==> src/rtl/timing_gen_pkg.sv <==
`default_nettype none
// ---------------------------------------------------------------------------
// timing_gen_pkg : run-state, phase and beat encodings shared by timing_gen.
// Revision: 1.0
// ---------------------------------------------------------------------------
package timing_gen_pkg;

    typedef enum logic [0:0] {
        ST_HALT = 1'b0,
        ST_RUN  = 1'b1
    } run_state_e;

    typedef enum logic [1:0] {
        PH_T1 = 2'd0,
        PH_T2 = 2'd1,
        PH_T3 = 2'd2
    } phase_e;

    typedef enum logic [1:0] {
        BT_W1 = 2'd0,
        BT_W2 = 2'd1,
        BT_W3 = 2'd2
    } beat_e;

    localparam int unsigned BEAT_LEN = 3;

    function automatic beat_e next_beat(beat_e cur, logic short_req, logic long_req);
        beat_e nb;
        case (cur)
            BT_W1:   nb = short_req ? BT_W1 : BT_W2;
            BT_W2:   nb = long_req  ? BT_W3 : BT_W1;
            default: nb = BT_W1;
        endcase
        return nb;
    endfunction

    function automatic logic [2:0] onehot3(logic [1:0] idx);
        return 3'b001 << idx;
    endfunction

endpackage
`default_nettype wire

==> src/rtl/timing_gen_qd_sync.sv <==
`default_nettype none
// ---------------------------------------------------------------------------
// qd_sync : 2-flop synchronizer plus registered rising-edge detector for qd.
// Revision: 1.0
// ---------------------------------------------------------------------------
module qd_sync (
    input  logic clk,
    input  logic clr,
    input  logic qd,
    output logic qd_pulse
);

    logic       meta_q;
    logic       sync_q;
    logic       prev_q;
    logic [1:0] fill_q;
    logic       pulse_q;

    // prev_q reads as "already high" until the synchronizer holds a real
    // sample, so a button held through reset release never looks like an edge.
    always_ff @(posedge clk or negedge clr) begin
        if (!clr) begin
            meta_q  <= 1'b0;
            sync_q  <= 1'b0;
            prev_q  <= 1'b1;
            fill_q  <= 2'b00;
            pulse_q <= 1'b0;
        end else begin
            meta_q  <= qd;
            sync_q  <= meta_q;
            fill_q  <= {fill_q[0], 1'b1};
            prev_q  <= fill_q[1] ? sync_q : 1'b1;
            pulse_q <= fill_q[1] & sync_q & ~prev_q;
        end
    end

    assign qd_pulse = pulse_q;

endmodule
`default_nettype wire

==> src/rtl/timing_gen.sv <==
`default_nettype none
// ---------------------------------------------------------------------------
// timing_gen : beat/phase timing generator with short, long and stop control.
// Revision: 1.0
// ---------------------------------------------------------------------------
module timing_gen
    import timing_gen_pkg::*;
(
    input  logic clk,
    input  logic clr,
    input  logic qd,
    input  logic short_i,
    input  logic long_i,
    input  logic stop_i,
    output logic t1,
    output logic t2,
    output logic t3,
    output logic w1,
    output logic w2,
    output logic w3,
    output logic running
);

    localparam logic [1:0] LAST_PHASE = 2'(BEAT_LEN - 1);

    logic       qd_pulse;
    run_state_e state_q, state_d;
    phase_e     phase_q, phase_d;
    beat_e      beat_q,  beat_d;
    logic [2:0] t_q;
    logic [2:0] w_q;
    logic       running_q;

    qd_sync u_qd_sync (
        .clk      (clk),
        .clr      (clr),
        .qd       (qd),
        .qd_pulse (qd_pulse)
    );

    // beat_q doubles as the pending beat while halted.
    always_comb begin
        state_d = state_q;
        phase_d = phase_q;
        beat_d  = beat_q;
        case (state_q)
            ST_HALT: begin
                if (qd_pulse) begin
                    state_d = ST_RUN;
                    phase_d = PH_T1;
                end
            end
            ST_RUN: begin
                if (phase_q == LAST_PHASE) begin
                    beat_d  = next_beat(beat_q, short_i, long_i);
                    phase_d = PH_T1;
                    if (stop_i) begin
                        state_d = ST_HALT;
                    end
                end else begin
                    phase_d = phase_e'(phase_q + 2'd1);
                end
            end
            default: begin
                state_d = ST_HALT;
                phase_d = PH_T1;
            end
        endcase
    end

    always_ff @(posedge clk or negedge clr) begin
        if (!clr) begin
            state_q   <= ST_HALT;
            phase_q   <= PH_T1;
            beat_q    <= BT_W1;
            t_q       <= 3'b000;
            w_q       <= 3'b000;
            running_q <= 1'b0;
        end else begin
            state_q   <= state_d;
            phase_q   <= phase_d;
            beat_q    <= beat_d;
            t_q       <= (state_d == ST_RUN) ? onehot3(phase_d) : 3'b000;
            w_q       <= (state_d == ST_RUN) ? onehot3(beat_d)  : 3'b000;
            running_q <= (state_d == ST_RUN);
        end
    end

    assign t1      = t_q[0];
    assign t2      = t_q[1];
    assign t3      = t_q[2];
    assign w1      = w_q[0];
    assign w2      = w_q[1];
    assign w3      = w_q[2];
    assign running = running_q;

endmodule
`default_nettype wire

==> config.mk <==
export PLATFORM = sky130hd
export DESIGN_NAME = timing_gen
export DESIGN_NICKNAME = d
export VERILOG_FILES = /design/src/rtl/timing_gen_pkg.sv /design/src/rtl/timing_gen_qd_sync.sv /design/src/rtl/timing_gen.sv
export SDC_FILE = /design/constraint.sdc
export NUM_CORES = 1
export LEC_CHECK = 0
export CELL_PAD_IN_SITES_DETAIL_PLACEMENT = 1
export CELL_PAD_IN_SITES_GLOBAL_PLACEMENT = 1
export CORE_MARGIN = 5
export CORE_UTILIZATION = 43
export CTS_BUF_LIST = sky130_fd_sc_hd__clkbuf_8
export CTS_CLUSTER_DIAMETER = 150
export CTS_CLUSTER_SIZE = 10
export DETAILED_ROUTE_END_ITERATION = 8
export GPL_TIMING_DRIVEN = 0
export PLACE_DENSITY = 0.86
export SLEW_MARGIN = 40
export SYNTH_ARGS = -nofsm -noshare
export SYNTH_HDL_FRONTEND = slang
export SYNTH_SLANG_ARGS = --single-unit
==> constraint.sdc <==
create_clock -name clk -period 2 [get_ports clk]
set_input_delay 0.4 -clock clk [delete_from_list [all_inputs] [get_ports clk]]
set_output_delay 0.4 -clock clk [all_outputs]
set_load 0.05 [all_outputs]
Yosys cells after proc, flatten, opt, wreduce, memory -nomap -nowiden
Index checks and enable logic that the tools add are counted.
- register bits: 17
- output and inout port bits: 7
- word-level logic and storage cells: 35
- add/sub/neg operators: 1
- eq/ne operators: 2
- shifts and indexed selects: 2
- muxes and demuxes: 15
- bitwise gates (word level): 4
- reduce and logical (&&, ||, !) cells: 1
- operators with widths (cell ; count):
    2-bit two-way mux ; 5
    2-bit case mux with 2 select lines ; 2
    3-bit two-way mux ; 2
    1-bit by 2-bit left shift with 3-bit output (first input constant) ; 2
    1-bit two-way mux ; 5
    2-bit by 1-bit adder with 2-bit output (second input constant) ; 1
    1-bit bitwise AND ; 2
    2-bit by 1-bit == test with 1-bit output (second input constant) ; 1
    2-bit == test (second input constant) ; 1
    2-bit zero test ; 1
    1-bit NOT ; 2
    1-bit case mux with 2 select lines ; 1

Logic depth before layout (Yosys ltp)
- word-level depth: 6
- depth in mapped cells: 3
- depth with buffers taken out: 3

Cells and area by module
A second synthesis with hierarchy kept.
- cell total of the unflattened synthesis: 47
- area total of the unflattened synthesis: 615.6 um^2
- modules (own cells, without submodules) (module ; instances ; cells an instance ; area an instance (um^2) ; sequential area each (um^2)):
    timing_gen ; 1 ; 38 ; 445.4 ; 275.3
    qd_sync ; 1 ; 9 ; 170.2 ; 151.4

Worst setup path before layout
No wires, ideal clock.
- path kind: register to register
- start: register, netlist name running
- end: register w_q[1]
- arrival: 1.429 ns
- slack: 0.483 ns
- stages on the path, launching flop included: 4
- path buffers: 0
- cell sequence: dfrtp_1 > nand3b_2 > or3_1 > a211oi_2
- RTL lines (what ; line ; text):
    end signal, assigned ; timing_gen.sv:84 ; w_q <= (state_d == ST_RUN) ? onehot3(beat_d) : 3'b000;
    end, declared ; timing_gen.sv:31 ; logic [2:0] w_q;

Final worst setup path
- start: register w_q[2]
- end: output port w3
- RTL lines (what ; line ; text):
    end, declared ; timing_gen.sv:20 ; output logic w3,
No word-level cell between the ends.

==> impl_metrics.toml <==
[power_and_ir_drop]
power.share.sequential_pct = 40.2
net-switching-power_mw = 0.544
share_clk_of_total_power_pct = 18.2
ir_worst_vdd_v = 0.000628
power-per-cell-area_nw_per_um2 = 1680
internal-power_mw = 0.787
p_comb_share_pct = 41.7
fin_total_pwr_mw = 1.33
switching_share_of_power_pct = 40.9
leakage_power_of_the_design_nw = 0.380

[floorplanning]
floorplan.die.width_um = 47.7
design.core.area_um2 = 1320
floorplan.initialDensity_pct = 46.4
die_area_um2 = 2280
row_count = 13
boundaryPins = 13
die_h_um = 47.7

[clock_tree]
numCtsBuffers = 3
worstSkewPairLatency_ns = 0.24
clock_tree.htree_level_count = 1
hold_buffers = 0
clock-root-buffer = "sky130_fd_sc_hd__clkbuf_8"
worst_setup_hold_path_clk_slew_ns = 0.06
cts.sink_count = 17
cts_post_setup_buffers_inserted = 0
ctsLongestPathBuffers = 2
post_cts_resized = 0
cts_tree = "done"

[sta]
fmax_mhz = 563
timing.final.crit_share_pct = 88.8
post-route-min-period_ns = 1.78
timing.clock.skew_ns = 0.00464
setup-tns-final_ns = 0
finalHoldViolCount = 0
fin_ws_ns = 0.225
timing.final.max_slew_violations = 0
setup-violations-final = 0
rsz0062_at_grt = "no"
maxSlewHeadroom_pct = 52.4
slew_at_the_pin_with_the_worst_max_slew_slack_ns = 0.707

[global_route]
first_global_vias = 439
globalRouteOverflowTotal = 0
pin_count_of_the_biggest_net_entering_global_routing = 18
grt_usage_pct = 13.0
grt_pass1_wl_mm = 1.99
antenna_violations_before_repair = 0

[setup_path]
timing.critical_path.to_type = "primary output"
critPathRequiredTime_ns = 1.60
cp_slowest_stage_delay_ns = 0.80
crit_path_max_fanout = 1
setup.reg_to_reg.worst_slack_ns = 0.61
worstSetupStartpointType = "flop"
arrival_ns = 1.38
critPathKind = "reg -> out"
critical_path.n_buffers_inverters = 1
critPathTopFamily = "buffers and inverters"
crit-reg2reg-launch = "phase_q[0]"
capture_point_of_the_worst_reg_to_reg_path = "w_q[1]"
reg2reg_depth = 3
crit_slowest_cell = "sky130_fd_sc_hd__clkdlybuf4s50_1"
worstPathCellList = "clkdlybuf4s50_1"

[logic_synthesis]
yosys.cell_types.count = 22
synth-seq-area-share_pct = 69.7
synth_warnings = 0
synth_area_leader_cell = "sky130_fd_sc_hd__dfrtp_1"
ys_top_cells_by_area = "sky130_fd_sc_hd__dfrtp_1 65%, sky130_fd_sc_hd__dfstp_2 4.3%, sky130_fd_sc_hd__nand2_1 3.7%, sky130_fd_sc_hd__nor3b_1 2.5%, sky130_fd_sc_hd__a211oi_2 2.0%"
synth.cell_area_um2 = 612
syn_inst = 48
synth.net_count = 54
syn_avg_cell_area_um2 = 12.7
synth_seq_cells = 17
synthDominantCellAreaShare_pct = 65.4

[final_layout]
antenna_cells_inserted = 0
area_grow_syn2layout_pct = 29.7
final_net_count = 71
finish.cell_count_without_fillers = 79
final_area_um2 = 793
layout_cells_sized_above_1_pct = 14.1
num-fill-cells = 141

[flow_run]
timing.max_cap.violations = 0

[worst_hold_path]
hold_path.class = "in -> async"

[detailed_routing]
total_number_of_vias = 395
drcViolationCount = 0
detail-route-antenna-nets = 0
wirelength_mm = 1.15
drt-vias-per-instance = 5.00
routedWlPerCell_um = 14.6
detailedRoute.firstPassIterationCount = 1
detail_route.iter0.violations = 0

[place]
postPlaceCellArea_um2 = 751
detailedPlacementHpwl_um = 877
place.port_buffers = 12
place_inst = 75
gp_congestion = 0.713
dpl_worst_slack_ns = 0.312

[status]
run_status = "complete, no violations"
==> area by class of cell <==
class	instances	area [µm²]	share of cell area, %
well taps	15	18.8	2.37
clock inverters	1	3.75	0.473
inverters	1	3.75	0.473
repair buffers	12	118	14.8
multi-input cells	30	181	22.9
clock buffers	3	41.3	5.21
flip-flops and latches	17	427	53.8
==> sequential cells by signal (all words and copies together) (netlist names) <==
signal and flops:
phase_q 2, w_q 3, u_qd_sync.meta_q 1, u_qd_sync.fill_q 2, u_qd_sync.qd_pulse 1, t_q 3, u_qd_sync.prev_q 1, beat_q 2
running 1, u_qd_sync.sync_q 1
==> per-layer routing <==
metal  wire length (µm)  GRT usage, %
met5                  0             0
met4                  7          4.84
met1                494          15.0
met2                576          23.0
met3                 72          3.38
==> logic make-up (layout without fill, tap and decap cells) <==
logic type	count (synthesis)	after routing	synth area share [%]
other	1	1	0.613
AO/OA/AOI/OAI	7	7	7.77
AND/OR/NAND/NOR	22	22	21.3
buffers and inverters	1	17	0.613
flip-flops	17	17	69.7
==> worst max path at each step <==
| stage | from | end | slack, ns | cells after the start |
|---|---|---|---|---|
| floorplan | running | w_q[1] | 0.48 | 3 |
| global placement | running | running | 0.33 | 1 |
| detailed placement | running | running | 0.31 | 1 |
| CTS | running | running | 0.04 | 1 |
| global route | w_q[1] | w2 | 0.17 | 1 |
| finish | w_q[2] | w3 | 0.22 | 1 |
==> synthesized netlist by cell type <==
master	number
sky130_fd_sc_hd__dfstp_2	1
sky130_fd_sc_hd__a211oi_2	1
sky130_fd_sc_hd__or3_1	2
sky130_fd_sc_hd__nor2b_1	1
sky130_fd_sc_hd__nand2b_1	1
sky130_fd_sc_hd__o21bai_1	1
sky130_fd_sc_hd__a21o_1	1
sky130_fd_sc_hd__and3b_2	1
sky130_fd_sc_hd__inv_1	1
sky130_fd_sc_hd__nand3b_1	1
sky130_fd_sc_hd__or4_1	1
sky130_fd_sc_hd__nor2_1	3
sky130_fd_sc_hd__a21oi_1	2
sky130_fd_sc_hd__o21ai_0	2
sky130_fd_sc_hd__conb_1	1
sky130_fd_sc_hd__nand3b_2	1
sky130_fd_sc_hd__dfrtp_1	16
sky130_fd_sc_hd__or2_2	1
sky130_fd_sc_hd__nand2_1	6
sky130_fd_sc_hd__nor3_1	1
sky130_fd_sc_hd__nor3b_1	2
sky130_fd_sc_hd__nand4b_1	1
==> stage by stage <==
| stage | utilization, % | hold slack [ns] |
|---|---|---|
| after floorplan | - | 0.104 |
| after detailed placement | 57.0 | 0.336 |
| final | 60.2 | 0.0576 |
| after global placement | 57.0 | 0.332 |
| after CTS | 60.4 | 0.352 |
| after global routing | 60.2 | 0.0796 |
==> power groups by stage <==
stage | sequential [mW] | combinational (mW) | clock, mW
after CTS | 0.538 | 0.568 | 0.249
after global routing | 0.555 | 0.597 | 0.267
after detailed placement | 0.545 | 0.562 | 0
after global placement | 0.536 | 0.543 | 0
after floorplan | 0.740 | 0.164 | 0
final | 0.535 | 0.555 | 0.242
==> layout by cell type (no fill, tap or decap), drive strengths merged, types with 2 or more instances in the layout <==
| cell type | Yosys | layout |
|---|---|---|
| or3 | 2 | 2 |
| nor3b | 2 | 2 |
| a21oi | 2 | 2 |
| clkbuf | 0 | 3 |
| o21ai | 2 | 2 |
| nand2 | 6 | 6 |
| inv | 1 | 2 |
| dfrtp | 16 | 16 |
| nand3b | 2 | 2 |
| clkdlybuf4s50 | 0 | 10 |
| nor2 | 3 | 3 |
(Power assumes the default switching activity.)
